<file path="src/rtl/video_timing_pkg.sv">
// ============================================================================
// Module      : video_timing_pkg
// Description : Default 640x480@60 raster timing, total helpers, coord type.
// Revision    : 1.0 - initial release
// ============================================================================
`default_nettype none

package video_timing_pkg;

  localparam int DEF_H_VISIBLE = 640;
  localparam int DEF_H_FP      = 16;
  localparam int DEF_H_SYNC    = 96;
  localparam int DEF_H_BP      = 48;
  localparam int DEF_V_VISIBLE = 480;
  localparam int DEF_V_FP      = 10;
  localparam int DEF_V_SYNC    = 2;
  localparam int DEF_V_BP      = 33;
  localparam int DEF_CLK_DIV   = 2;
  localparam int DEF_COORD_W   = 10;
  localparam int DEF_FRAME_W   = 8;

  typedef logic [DEF_COORD_W-1:0] coord_t;

  function automatic int h_total(input int vis, input int fp, input int sync, input int bp);
    return vis + fp + sync + bp;
  endfunction

  function automatic int v_total(input int vis, input int fp, input int sync, input int bp);
    return vis + fp + sync + bp;
  endfunction

endpackage

`default_nettype wire

</file>
<file path="src/rtl/pix_tick_div.sv">
// ============================================================================
// Module      : pix_tick_div
// Description : Divides clk into a one-cycle pixel enable every CLK_DIV cycles.
// Revision    : 1.0 - initial release
// ============================================================================
`default_nettype none

module pix_tick_div
  import video_timing_pkg::*;
#(
  parameter int CLK_DIV = DEF_CLK_DIV
) (
  input  logic clk,
  input  logic reset,
  output logic p_tick
);

  localparam int               CNT_W  = (CLK_DIV > 1) ? $clog2(CLK_DIV) : 1;
  localparam logic [CNT_W-1:0] c_last = CNT_W'(CLK_DIV - 1);

  logic [CNT_W-1:0] cnt_q;
  logic [CNT_W-1:0] cnt_d;

  always_comb begin
    cnt_d = (cnt_q == c_last) ? '0 : cnt_q + CNT_W'(1);
  end

  always_ff @(posedge clk) begin
    if (reset) begin
      cnt_q <= '0;
    end else begin
      cnt_q <= cnt_d;
    end
  end

  // Masked by reset so a divide-by-one enable stays low while reset is held.
  assign p_tick = (cnt_q == c_last) && !reset;

endmodule

`default_nettype wire

</file>
<file path="src/rtl/video_timing_gen.sv">
// ============================================================================
// Module      : video_timing_gen
// Description : Parametrised raster timing generator (sync, blanking, strobes).
//               Optional macro VIDEO_TIMING_LOOKAHEAD_EN adds next-position ports.
// Revision    : 1.0 - initial release
// ============================================================================
`default_nettype none

module video_timing_gen
  import video_timing_pkg::*;
#(
  parameter int H_VISIBLE = DEF_H_VISIBLE,
  parameter int H_FP      = DEF_H_FP,
  parameter int H_SYNC    = DEF_H_SYNC,
  parameter int H_BP      = DEF_H_BP,
  parameter int V_VISIBLE = DEF_V_VISIBLE,
  parameter int V_FP      = DEF_V_FP,
  parameter int V_SYNC    = DEF_V_SYNC,
  parameter int V_BP      = DEF_V_BP,
  parameter bit HSYNC_POL = 1'b0,
  parameter bit VSYNC_POL = 1'b0,
  parameter int CLK_DIV   = DEF_CLK_DIV,
  parameter int COORD_W   = DEF_COORD_W,
  parameter int FRAME_W   = DEF_FRAME_W
) (
  input  logic               clk,
  input  logic               reset,
  output logic               p_tick,
  output logic [COORD_W-1:0] x,
  output logic [COORD_W-1:0] y,
  output logic               hsync,
  output logic               vsync,
  output logic               video_on,
  output logic               line_start,
  output logic               frame_start,
  output logic [FRAME_W-1:0] frame_cnt
`ifdef VIDEO_TIMING_LOOKAHEAD_EN
  ,
  output logic [COORD_W-1:0] x_next,
  output logic [COORD_W-1:0] y_next,
  output logic               video_on_next
`endif
);

  localparam int H_TOTAL = h_total(H_VISIBLE, H_FP, H_SYNC, H_BP);
  localparam int V_TOTAL = v_total(V_VISIBLE, V_FP, V_SYNC, V_BP);

  generate
    if (CLK_DIV < 1 || H_VISIBLE < 1 || H_SYNC < 1 || V_VISIBLE < 1 || V_SYNC < 1 ||
        H_FP < 0 || H_BP < 0 || V_FP < 0 || V_BP < 0 || COORD_W < 1 || FRAME_W < 1 ||
        H_TOTAL > (2 ** COORD_W) || V_TOTAL > (2 ** COORD_W)) begin : g_param_check
      $error("video_timing_gen: illegal timing parameters");
    end
  endgenerate

  // One extra bit keeps boundaries equal to 2**COORD_W representable.
  localparam logic [COORD_W:0] c_h_vis    = (COORD_W+1)'(H_VISIBLE);
  localparam logic [COORD_W:0] c_h_hs_beg = (COORD_W+1)'(H_VISIBLE + H_FP);
  localparam logic [COORD_W:0] c_h_hs_end = (COORD_W+1)'(H_VISIBLE + H_FP + H_SYNC);
  localparam logic [COORD_W:0] c_v_vis    = (COORD_W+1)'(V_VISIBLE);
  localparam logic [COORD_W:0] c_v_vs_beg = (COORD_W+1)'(V_VISIBLE + V_FP);
  localparam logic [COORD_W:0] c_v_vs_end = (COORD_W+1)'(V_VISIBLE + V_FP + V_SYNC);
  localparam logic [COORD_W-1:0] c_h_last = COORD_W'(H_TOTAL - 1);
  localparam logic [COORD_W-1:0] c_v_last = COORD_W'(V_TOTAL - 1);

  logic               w_tick;
  logic               w_h_last;
  logic               w_v_last;
  logic [COORD_W:0]   w_x_ext;
  logic [COORD_W:0]   w_y_ext;
  logic [COORD_W-1:0] x_q;
  logic [COORD_W-1:0] x_d;
  logic [COORD_W-1:0] y_q;
  logic [COORD_W-1:0] y_d;
  logic [FRAME_W-1:0] fcnt_q;
  logic [FRAME_W-1:0] fcnt_d;

  pix_tick_div #(
    .CLK_DIV (CLK_DIV)
  ) u_pix_tick_div (
    .clk    (clk),
    .reset  (reset),
    .p_tick (w_tick)
  );

  assign w_h_last = (x_q == c_h_last);
  assign w_v_last = (y_q == c_v_last);

  always_comb begin
    x_d    = x_q;
    y_d    = y_q;
    fcnt_d = fcnt_q;
    if (w_tick) begin
      if (w_h_last) begin
        x_d = '0;
        if (w_v_last) begin
          y_d    = '0;
          fcnt_d = fcnt_q + FRAME_W'(1);
        end else begin
          y_d = y_q + COORD_W'(1);
        end
      end else begin
        x_d = x_q + COORD_W'(1);
      end
    end
  end

  always_ff @(posedge clk) begin
    if (reset) begin
      x_q    <= '0;
      y_q    <= '0;
      fcnt_q <= '0;
    end else begin
      x_q    <= x_d;
      y_q    <= y_d;
      fcnt_q <= fcnt_d;
    end
  end

  assign w_x_ext     = {1'b0, x_q};
  assign w_y_ext     = {1'b0, y_q};

  assign p_tick      = w_tick;
  assign x           = x_q;
  assign y           = y_q;
  assign frame_cnt   = fcnt_q;
  assign video_on    = (w_x_ext < c_h_vis) && (w_y_ext < c_v_vis);
  assign hsync       = ((w_x_ext >= c_h_hs_beg) && (w_x_ext < c_h_hs_end)) ? HSYNC_POL : ~HSYNC_POL;
  assign vsync       = ((w_y_ext >= c_v_vs_beg) && (w_y_ext < c_v_vs_end)) ? VSYNC_POL : ~VSYNC_POL;
  assign line_start  = w_tick && (x_q == '0);
  assign frame_start = w_tick && (x_q == '0) && (y_q == '0);

`ifdef VIDEO_TIMING_LOOKAHEAD_EN
  logic [COORD_W-1:0] w_x_nxt;
  logic [COORD_W-1:0] w_y_nxt;

  // Position after the next tick, independent of whether this cycle ticks.
  always_comb begin
    w_x_nxt = x_q + COORD_W'(1);
    w_y_nxt = y_q;
    if (w_h_last) begin
      w_x_nxt = '0;
      w_y_nxt = w_v_last ? '0 : y_q + COORD_W'(1);
    end
  end

  assign x_next        = w_x_nxt;
  assign y_next        = w_y_nxt;
  assign video_on_next = ({1'b0, w_x_nxt} < c_h_vis) && ({1'b0, w_y_nxt} < c_v_vis);
`endif

endmodule

`default_nettype wire

</file>
<file path="config.mk">
export PLATFORM = sky130hd
export DESIGN_NAME = video_timing_gen
export DESIGN_NICKNAME = d
export VERILOG_FILES = /design/src/rtl/video_timing_pkg.sv /design/src/rtl/pix_tick_div.sv /design/src/rtl/video_timing_gen.sv
export SDC_FILE = /design/constraint.sdc
export NUM_CORES = 1
export LEC_CHECK = 0
export ABC_AREA = 1
export BUFFER_PORTS_ARGS = -buffer_cell sky130_fd_sc_hd__buf_4
export CAP_MARGIN = 10
export CELL_PAD_IN_SITES_DETAIL_PLACEMENT = 1
export CELL_PAD_IN_SITES_GLOBAL_PLACEMENT = 2
export CORE_AREA = 3 3 76 78
export CTS_BUF_LIST = sky130_fd_sc_hd__clkbuf_4 sky130_fd_sc_hd__clkbuf_8
export DETAILED_ROUTE_END_ITERATION = 16
export DIE_AREA = 0 0 79 81
export PLACE_DENSITY_LB_ADDON = 0.05
export SLEW_MARGIN = 20
export SYNTH_ARGS = -nofsm -noshare
export SYNTH_HDL_FRONTEND = slang
export SYNTH_SLANG_ARGS = --single-unit
</file>
<file path="constraint.sdc">
create_clock -name clk -period 3.05 [get_ports clk]
set_input_delay 0.1525 -clock clk [delete_from_list [all_inputs] [get_ports clk]]
set_output_delay 0.1525 -clock clk [all_outputs]
set_load 0.05 [all_outputs]
</file>
======== Word level (Yosys, flattened, before mapping) ========
Index checks and enable logic that the tools add are counted.
storage, ports and cells
  bits in registers ....................... 29
  bits in latches ......................... 0
  memory bits (writable) .................. 0
  bits in read-only memories .............. 0
  memories kept ........................... 0
cells by class
  $add $sub $neg .......................... 4
  $mul .................................... 0
  divide/modulo/power cells ............... 0
  magnitude comparators ................... 6
  equality and inequality tests ........... 2
  shift-type cells ........................ 0
  mux-type cells .......................... 4
  bitwise operators ....................... 0
  reductions and logical operators ........ 12
operators by type and width
  cell                                                                           number
  10-bit by 1-bit adder with 10-bit output, second input constant                2
  10-bit == test, second input constant                                          2
  10-bit zero test                                                               2
  10-bit less-than comparator, second input constant                             2
  10-bit by 9-bit less-than comparator with 1-bit output, second input constant  2
  10-bit 2-to-1 mux                                                              2
  10-bit >= comparator, second input constant                                    1
  10-bit by 9-bit >= comparator with 1-bit output, second input constant         1
  8-bit by 1-bit adder with 8-bit output, second input constant                  1
  1-bit logical AND                                                              6
  3-bit AND reduction                                                            1
  1-bit 2-to-1 mux                                                               2
  2-bit AND reduction                                                            1
  2-bit OR reduction                                                             1
  1-bit adder, second input constant                                             1
  1-bit zero test                                                                1

======== Logic depth before layout (Yosys ltp) ========
Gate-level depths: netlist of run 1.
  word-level depth ........................ 4
  gate-level depth with buffers ........... 10
  gate-level depth less buffers ........... 9

======== Hierarchy ========
A second synthesis of run 1 with hierarchy kept.
second synthesis, totals
  cell total of the unflattened synthesis .. 266
  area total of the unflattened synthesis .. 1,701.6 sq um
modules (own cells, without submodules)
  module            times used  cells each  area each (sq um)  seq. area each (sq um)
  video_timing_gen  1           262         1,667.8            560.5
  pix_tick_div      1           4           33.8               20.0

======== Worst setup path after synthesis of run 1 ========
No wires, ideal clock.
  path kind ............................... reg2out
  start ................................... register x_q[0] (netlist: x[0])
  end ..................................... output port frame_start
  arrival time ............................ 2.536 ns
  required time ........................... 2.897 ns
  setup slack ............................. 0.361 ns
  cell stages (with the launch flop) ...... 6
  path through ............................ dfxtp_1 inv_1 ha_1 nor3b_1 nand4_1 nor4_1
on the way
  longest elaborated chain between the ends .. 3
ends and longest elaborated chain
  item                            line                     RTL
  start: declaration              video_timing_gen.sv:71   logic [COORD_W-1:0] x_q;
  start signal: assignment        video_timing_gen.sv:110  x_q <= '0;
  start signal: assignment        video_timing_gen.sv:114  x_q <= x_d;
  10-bit zero test                video_timing_gen.sv:131  assign frame_start = w_tick && (x_q == '0) && (y_q == '0);
  1-bit logical AND (2 in a row)  video_timing_gen.sv:131
  end: declaration                video_timing_gen.sv:35   output logic frame_start,
Every way passes these cells.

======== Worst setup path after layout of run 1 ========
Same ends and word-level chain as after synthesis.

==> impl_metrics.ini, run 1 <==
[yosys]
yosys-top-cells-count = 54 x nand2_1, 40 x nor2_1, 32 x inv_1
synthXorXnorAreaFrac_pct = 4.64
synthAdderAreaFrac_pct = 3.68
synth.cell_area_um2 = 1700
synthSimpleGateAreaFrac_pct = 41.1
synth_edf_count = 0
yosysMostFrequentCell = nand2_1
synth_top_cell_area_share_pct = 34.2
async_reset_ff_share_pct = 0
synthCells = 249
ys_seq_area_share_pct = 34.2
ys_types = 26
syn_nets = 256
synth-warning-count = 0
synth.avg_cell_area_um2 = 6.82
ys.flop_type = dfxtp_1
synth_top_family_by_area = simple AND/OR/NAND/NOR gates
synth_mux_area_share_pct = 0
yosysTopAreaCell = dfxtp_1
synth-seq-cells = 29
synth_compound_area_share_pct = 7.36
synth.area.top_cells = dfxtp_1 34%, nand2_1 12%, nor2_1 8.8%, inv_1 7.1%, nand3_1 5.0%

[final_layout]
stdcell_area_um2 = 2110
area_growth_pct = 24.4
nNetsFinal = 295
drive_gt1_share_pct = 20.5
fill_cells = 704
antenna-diode-count = 0
postLayoutCoreUtil_pct = 41.1

[power_and_ir_drop]
combPwrFrac_pct = 6.5
swShare_pct = 24.1
ir_worst_vdd_uv = 154
powerDensity_nw_per_um2 = 363
power.switching_uw = 185
p_int_uw = 583
leakagePower_uw = 0.000879
power_frac_clock_pct = 43.5
pwr-share-seq_pct = 50.1

[routing]
ant_nets = 0
wire_per_inst_um = 13.5
routed_wl_um = 4840
vias = 1671
drt_iter0_drc = 48
viasPerCell = 4.67
drc = 0
drt_first_pass_iters = 4

[setup_path]
path_max_fanout = 4
critical_path_arrival_ns = 1.80
worst_setup_path_start_kind = flip-flop
cpMaxStageDelayCell = dfxtp_1
r2r_start = x[1]
r2r_slack_ns = 1.45
crit_type = flip-flop to primary output
rr_worst_depth = 8
critical-path-max-stage-delay_ns = 0.32
cp.required_ns = 2.90
crit_chain = inv_1, ha_1, nor3b_1, nand4_1, nor4_1, buf_4
end_kind = primary output
timing.rr.end = frame_cnt[2]

[global_routing]
top_usage_layer = met2
grt-ovfl-total = 0
grt_pass1_wl_um = 8070
grt_max_degree = 15
grtUsageMet3_pct = 3.66
grt_use_total_pct = 16.1
grt_util_met2_pct = 24.1
antenna_found_initial = 0
grt_pass1_vias = 1581
use_met1_pct = 23.7

[hold_path]
hold_class = input port to flip-flop
whs_path_depth = 2
hp-start = reset
min_to = y[7]

[die]
core_area_um2 = 5140
io_pins = 36
die_area_um2 = 6400
die_y_um = 81
die_w_um = 79
start_util_pct = 33.1
placementRows = 26

[timing]
fin_ws_ns = 1.10
slew_headroom_pct = 67.9
rsz0062_at_grt = false
setup_violations = 0
tns_ns = 0
hold_viol_final = 0
worstMarginPinSlew_ns = 0.478
finClkSkew_ns = 0.00598
max_freq_ghz = 0.512
period_share_pct = 64.0
min_period_ns = 1.95
slew_violations = 0

[clock_network]
postCtsHoldBufs = 0
clk-insertion-delay-late_ns = 0.28
post-cts-setup-buffers = 0
clockBufferDepth = 2
cts.sinks = 29
clk_pin_slew_ns = 0.07
root_buffer = clkbuf_8
cts_tree = built
cts_buffers = 5
cts_resized = 0
cts_max_level = 2

[placed_design]
preCtsSetupSlack_ns = 1.35
placed_area_um2 = 2020
hpwl_um = 3860
io_buffer_count = 35
finalWeightedCongestion = 0.806

[job]
drv_cap = 0

[status]
status = finished clean
sequential cells by signal, summed over array words and instances, names as in the netlist:
register	cells
x	10
y	10
frame_cnt	8
u_pix_tick_div.cnt_q	1
metal layers:
layer | wire, um | part of all wire [%]
met5 | 0 | 0
met4 | 10 | 0.21
met3 | 162 | 3.3
met2 | 2100 | 43
met1 | 2570 | 53
worst max-delay path, delay by kind of cell (launching register included):
| kind | cells | cell delay [ns] |
|---|---|---|
| buffers and inverters | 2 | 0.39 |
| adders and majority gates | 1 | 0.16 |
| DFF | 1 | 0.32 |
| and+or+nand+nor | 3 | 0.65 |
layout by cell type (no fill, tap or decap):
cell type	synthesis	layout
clkbuf_8	0	6
buf_4	0	35
o21ai_0	9	9
nor4_1	3	3
nor3b_1	1	1
nand3_4	1	1
nand2_1	54	54
xor2_1	7	7
clkbuf_4	0	1
nand3_1	17	17
nand3b_1	2	2
nor3_2	1	1
nand4_1	5	5
nand4_2	1	1
nor3_1	8	8
inv_1	32	32
nor2_2	4	4
xnor2_1	2	2
inv_2	2	2
ha_1	5	5
nand2_2	1	1
dfxtp_1	29	29
a21oi_1	13	13
o21bai_1	2	2
nor2_1	40	40
nor2_4	5	5
nand3_2	2	2
cell families after synthesis:
group,after synthesis
and+or+nand+nor,145
buffers and inverters,37
DFF,29
AOI/OAI and AO/OA,24
xor gates and xnor gates,9
adders and majority gates,5
worst max path at each step:
stage	slack (ns)	depth (start not counted)	startpoint	to
2_1_floorplan	0.36	5	x[0]	frame_start
5_1_grt	0.90	6	x[0]	frame_start
3_3_place_gp	1.28	7	reset	frame_start
6_report	1.10	6	x[0]	frame_start
3_5_place_dp	1.35	7	reset	frame_start
4_1_cts	1.03	6	x[0]	frame_start
area by class of cell:
cell class                 instances  area [um2]  share of cell area (%)
clock buffer                       7        90.1                    4.26
timing repair buffer              35         263                    12.4
multi-input combinational        183         965                    45.6
tap                               70        87.6                    4.14
sequential                        29         581                    27.5
inverter                          34         128                    6.04
power groups by stage:
stage          logic [uW]  clock network (uW)  registers, uW
6_report             49.6                 334            384
5_1_grt              55.6                 364            385
4_1_cts              50.7                 349            384
3_5_place_dp         50.5                   0            393
3_3_place_gp         50.0                   0            393
2_1_floorplan        27.1                   0            400
stage by stage:
stage | instances | hold slack [ns] | power (uW)
2_1_floorplan | 249 | 0.231 | 427
3_3_place_gp | 351 | 0.447 | 443
3_5_place_dp | 351 | 0.456 | 443
4_1_cts | 358 | 0.186 | 784
5_1_grt | 358 | 0.190 | 804
6_report | 358 | 0.188 | 767
(Power assumes the default switching activity.)
==> run 2: changes to the inputs <==
--- a/config.mk
+++ b/config.mk
@@ -10,10 +10,10 @@
 export CAP_MARGIN = 10
 export CELL_PAD_IN_SITES_DETAIL_PLACEMENT = 1
 export CELL_PAD_IN_SITES_GLOBAL_PLACEMENT = 2
-export CORE_AREA = 3 3 76 78
+export CORE_AREA = 3 3 84 86
 export CTS_BUF_LIST = sky130_fd_sc_hd__clkbuf_4 sky130_fd_sc_hd__clkbuf_8
 export DETAILED_ROUTE_END_ITERATION = 16
-export DIE_AREA = 0 0 79 81
+export DIE_AREA = 0 0 87 89
 export PLACE_DENSITY_LB_ADDON = 0.05
 export SLEW_MARGIN = 20
 export SYNTH_ARGS = -nofsm -noshare
==> constraint.sdc (replaced) <==
create_clock -name clk -period 1.6 [get_ports clk]
set_input_delay 0.08 -clock clk [delete_from_list [all_inputs] [get_ports clk]]
set_output_delay 0.08 -clock clk [all_outputs]
set_load 0.05 [all_outputs]
==> run 2 against run 1 <==
  * The flow now finishes with violations (negative setup slack)
  * Cell area up 20%
  * Non-clock buffer count up 23
  * Power up 96%
  * Critical path type unchanged
  * Critical endpoint unchanged
==> impl_metrics.ini, run 2 (same netlist as run 1, synthesis figures left out) <==
[setup_path]
cp.required_ns = 1.52
critPathLaunch = x[0]
crit_type = flip-flop to primary output
critical_path_arrival_ns = 1.62
cp-endpoint = frame_start
worst_setup_path_start_kind = flip-flop
path_max_fanout = 2
r2r_start = x[1]
r2r_slack_ns = 0.09
timing.rr.end = y[9]
rr_worst_depth = 10
end_kind = primary output

[global_routing]
grt_max_degree = 13
antenna_found_initial = 0
grt_pass1_wl_um = 8800
grt_use_total_pct = 14.5
grt_pass1_vias = 1811
grt-ovfl-total = 0

[routing]
viasPerCell = 4.53
vias = 1761
drc = 0
wire_per_inst_um = 13.5
drt_iter0_drc = 54
ant_nets = 0
drt_first_pass_iters = 4
routed_wl_um = 5240

[placed_design]
io_buffer_count = 35
dp_cells = 376
finalWeightedCongestion = 0.775
hpwl_um = 4080

[clock_network]
root_buffer = clkbuf_8
cts_buffers = 5
clk-insertion-delay-late_ns = 0.28
clockBufferDepth = 2
cts_tree = built
clk_pin_slew_ns = 0.06
postCtsHoldBufs = 0
cts_max_level = 2
cts.sinks = 29

[die]
die_area_um2 = 7740
io_pins = 36
die_w_um = 87
core_area_um2 = 6350
start_util_pct = 26.8
placementRows = 29
die_y_um = 89

[timing]
whs_ns = 0.207
hold_viol_final = 0
fin_ws_ns = -0.100
max_freq_ghz = 0.588
setup_violations = 2
finClkSkew_ns = 0.00628
slew_headroom_pct = 77.3
rsz0062_at_grt = true
period_share_pct = 106
slew_violations = 0
worstMarginPinSlew_ns = 0.339
min_period_ns = 1.70

[job]
drv_cap = 0

[hold_path]
hold_class = input port to flip-flop

[final_layout]
final_common_cell = buf_4
nNetsFinal = 318
area_growth_pct = 48.7
stdcell_count = 389
antenna-diode-count = 0
mostFrequentLayoutCells = 51 x buf_4, 50 x nand2_1, 37 x nor2_1, 27 x inv_1, 17 x nand3_1
drive_gt1_share_pct = 38.5
fill_cells = 802

[power_and_ir_drop]
leakagePower_uw = 0.00106
total_power_uw = 1510
ir_worst_vdd_uv = 260
powerDensity_nw_per_um2 = 596

[status]
status = finished, violations left
violations = negative setup slack
-- run 2: cell count changes in the layout (fill, tap and decap cells not counted), sizes merged --
cell / delta
clkbuf: +1
buf: +23
-- run 2: layout make-up --
class                      instances  area, um2  share of cell area (%)
clock buffer                       8       91.3                    3.62
timing repair buffer              58        492                    19.5
sequential                        29        607                    24.0
tap                               77       96.3                    3.81
multi-input combinational        183       1110                    43.8
inverter                          34        133                    5.25
-- run 2: worst min path at each step --
stage / startpoint / to / slack, ns / cells after the start
global placement: reset / x[0] / 0.45 / 4
floorplan: reset / u_pix_tick_div.cnt_q / 0.16 / 1
detailed placement: u_pix_tick_div.cnt_q / u_pix_tick_div.cnt_q / 0.45 / 1
global route: reset / x[7] / 0.22 / 3
finish: reset / y[8] / 0.21 / 3
CTS: reset / x[0] / 0.15 / 4
-- run 2: critical path, cell delays in order, from the launching register on --
cell,delay (ns)
dfxtp_2,0.32
inv_2,0.07
ha_4,0.12
nor3b_2,0.14
nand4_1,0.21
nor4_4,0.28
buf_6,0.20
-- run 2: what timing repair did --
action | 4_1_cts | 5_1_grt
buffers inserted | 2 | 4
gates resized for setup | 13 | 25
pin swaps | 2 | 8
setup endpoints to repair | 4 | 25
-- run 2: report_power, final --
group	leakage [uW]	total (uW)	internal, uW	switching (uW)
clock network	0.0000498	635	359	276
registers	0.000243	730	726	4.62
logic	0.000766	140	56.1	83.9
-- run 2: per-stage QoR --
stage          util, %  setup TNS, ns  setup WS (ns)  cell area (um2)
2_1_floorplan        -         -0.189         -0.105             1750
3_3_place_gp      35.4              0         0.0203             2250
3_5_place_dp      35.4              0         0.0219             2250
4_1_cts           37.6         -0.201         -0.175             2390
5_1_grt           39.8         -0.388         -0.227             2530
6_report          39.8         -0.113         -0.100             2530
-- run 2: layer usage --
layer	vias to the layer above	track usage (%)	routed length, um	part of all wire (%)
met5	-	0	0	0
li1	922	-	-	-
met1	809	19.1	2550	49
met2	26	23.9	2500	48
met4	0	4.67	46	0.88
met3	4	2.67	145	2.8
==> run 3: changes to the inputs <==
--- a/config.mk
+++ b/config.mk
@@ -15,6 +15,7 @@
 export DETAILED_ROUTE_END_ITERATION = 16
 export DIE_AREA = 0 0 87 89
 export PLACE_DENSITY_LB_ADDON = 0.05
+export SKIP_LAST_GASP = 1
 export SLEW_MARGIN = 20
 export SYNTH_ARGS = -nofsm -noshare
 export SYNTH_HDL_FRONTEND = slang
==> run 3 against run 2 <==
  * The run still ends with negative setup slack left
  * Clock-buffer cell count is the same
  * First-iteration DRC count increased by 11%
  * Routed wire length grew 0.11%
  * Global-route usage did not move
  * Cell area about the same
  * Sequential cell count did not move
  * Die area unchanged
  * Clock power about the same
  * Via count up 0.11%
  * Power hardly changed
  * Clock skew is essentially flat
  * Critical path type unchanged
  * Highest routed layer unchanged
==> impl_metrics.ini, run 3 (same netlist as run 1, synthesis figures left out) <==
[global_routing]
grt_max_degree = 13
grt_pass1_vias = 1811
antenna_found_initial = 0
grt-ovfl-total = 0
grt_use_total_pct = 14.5
grt_pass1_wl_um = 8800

[die]
start_util_pct = 26.8
die_area_um2 = 7740
die_w_um = 87
placementRows = 29
die_y_um = 89
io_pins = 36
core_area_um2 = 6350

[timing]
hold_viol_final = 0
setup_violations = 2
slew_headroom_pct = 77.3
rsz0062_at_grt = true
fin_ws_ns = -0.101
worstMarginPinSlew_ns = 0.339
period_share_pct = 106
finClkSkew_ns = 0.00624
max_freq_ghz = 0.588
whs_ns = 0.207
slew_violations = 0
min_period_ns = 1.70

[routing]
vias = 1763
viasPerCell = 4.53
ant_nets = 0
routed_wl_um = 5250
drt_iter0_drc = 60
wire_per_inst_um = 13.5
drc = 0
drt_first_pass_iters = 4

[power_and_ir_drop]
combPwrFrac_pct = 9.3
swShare_pct = 24.2
pwr-share-seq_pct = 48.5
p_int_uw = 1140
powerDensity_nw_per_um2 = 597
total_power_uw = 1510
power_frac_clock_pct = 42.2
ir_worst_vdd_uv = 260
leakagePower_uw = 0.00106
power.switching_uw = 364

[setup_path]
crit_chain = inv_2, ha_4, nor3b_2, nand4_1, nor4_4, buf_6
critical-path-max-stage-delay_ns = 0.32
worst_setup_path_start_kind = flip-flop
end_kind = primary output
critical_path_arrival_ns = 1.62
cpMaxStageDelayCell = dfxtp_2
path_delay_family = simple AND/OR/NAND/NOR gates
path_buf_inv = 2
path_max_fanout = 2
crit_type = flip-flop to primary output
cp.required_ns = 1.52

[hold_path]
hold_class = input port to flip-flop

[clock_network]
cts_tree = built
cts.sinks = 29
postCtsHoldBufs = 0
clk-insertion-delay-late_ns = 0.28
clockBufferDepth = 2
clk_pin_slew_ns = 0.06
root_buffer = clkbuf_8
cts_max_level = 2
cts_buffers = 5

[status]
violations = negative setup slack
status = finished, violations left

[job]
drv_cap = 0

[final_layout]
area_growth_pct = 48.5
drive_gt1_share_pct = 38.5
nNetsFinal = 318
mostFrequentLayoutCells = 51 x buf_4, 50 x nand2_1, 37 x nor2_1, 27 x inv_1, 17 x nand3_1
final_common_cell = buf_4
antenna-diode-count = 0

[placed_design]
io_buffer_count = 35
hpwl_um = 4080
finalWeightedCongestion = 0.775
-- run 3: changes by cell type in the layout (fill, tap and decap cells not counted) --
| cell | previous run | this run |
|---|---|---|
| inv_4 | 2 | 1 |
| inv_2 | 5 | 6 |
-- run 3: power groups by stage --
stage / clock, uW / combinational, uW / sequential [uW]
final: 635 / 140 / 730
after global routing: 706 / 153 / 730
after CTS: 675 / 128 / 732
after detailed placement: 0 / 110 / 749
after global placement: 0 / 110 / 748
after floorplan: 0 / 54.0 / 762
-- run 3: path summary, 6_finish.rpt --
| check | startpoint | endpoint | slack [ns] | depth (start not counted) |
|---|---|---|---|---|
| setup / recovery | x[0] | frame_start | -0.10 | 6 |
| hold / removal | reset | y[8] | 0.21 | 3 |
| setup reg to reg | x[1] | y[9] | 0.09 | 10 |
| hold reg to reg | u_pix_tick_div.cnt_q | u_pix_tick_div.cnt_q | 0.47 | 1 |
-- run 3: through the flow --
step / TNS, ns / instances / setup WS [ns] / util, % / area [um2]
floorplan: -0.189 / 249 / -0.105 / - / 1750
global placement: 0 / 376 / 0.0203 / 35.4 / 2250
detailed placement: 0 / 376 / 0.0219 / 35.4 / 2250
CTS: -0.207 / 386 / -0.175 / 37.6 / 2390
global route: -0.396 / 389 / -0.227 / 39.7 / 2520
finish: -0.114 / 389 / -0.101 / 39.7 / 2520
-- run 3: repair_timing --
| item | in CTS | in global routing |
|---|---|---|
| pin swaps | 2 | 8 |
| endpoints found under the setup margin | 4 | 25 |
| cloned | 0 | 0 |
| endpoints found under the hold margin | 0 | 0 |
| buffers inserted | 2 | 4 |
| gates resized for setup | 12 | 25 |
-- run 3: per-layer routing --
metal  global-route usage [%]  part of all wire [%]  vias to the layer above
met5                        0                     0                        -
met4                     4.67                  0.88                        0
met3                     2.67                   2.8                        4
met2                     23.9                    48                       26
met1                     19.1                    49                      810
li1                         -                     -                      923
-- run 3: worst register-to-register path, stage by stage, from the launching register on --
cell,delay [ns]
dfxtp_4,0.36
buf_4,0.13
ha_4,0.15
nand3_4,0.08
nor2_4,0.12
nand3_4,0.11
buf_12,0.16
nor2_4,0.09
nand3_1,0.08
nand2_1,0.09
nor2_2,0.03
-- run 3: layout make-up --
class / count / area [um2]
Clock buffer: 8 / 91.3
Timing Repair Buffer: 58 / 492
Inverter: 34 / 130
Sequential cell: 29 / 607
Multi-Input combinational cell: 183 / 1110
Fill cell: 802 / 3830
Tap cell: 77 / 96.3
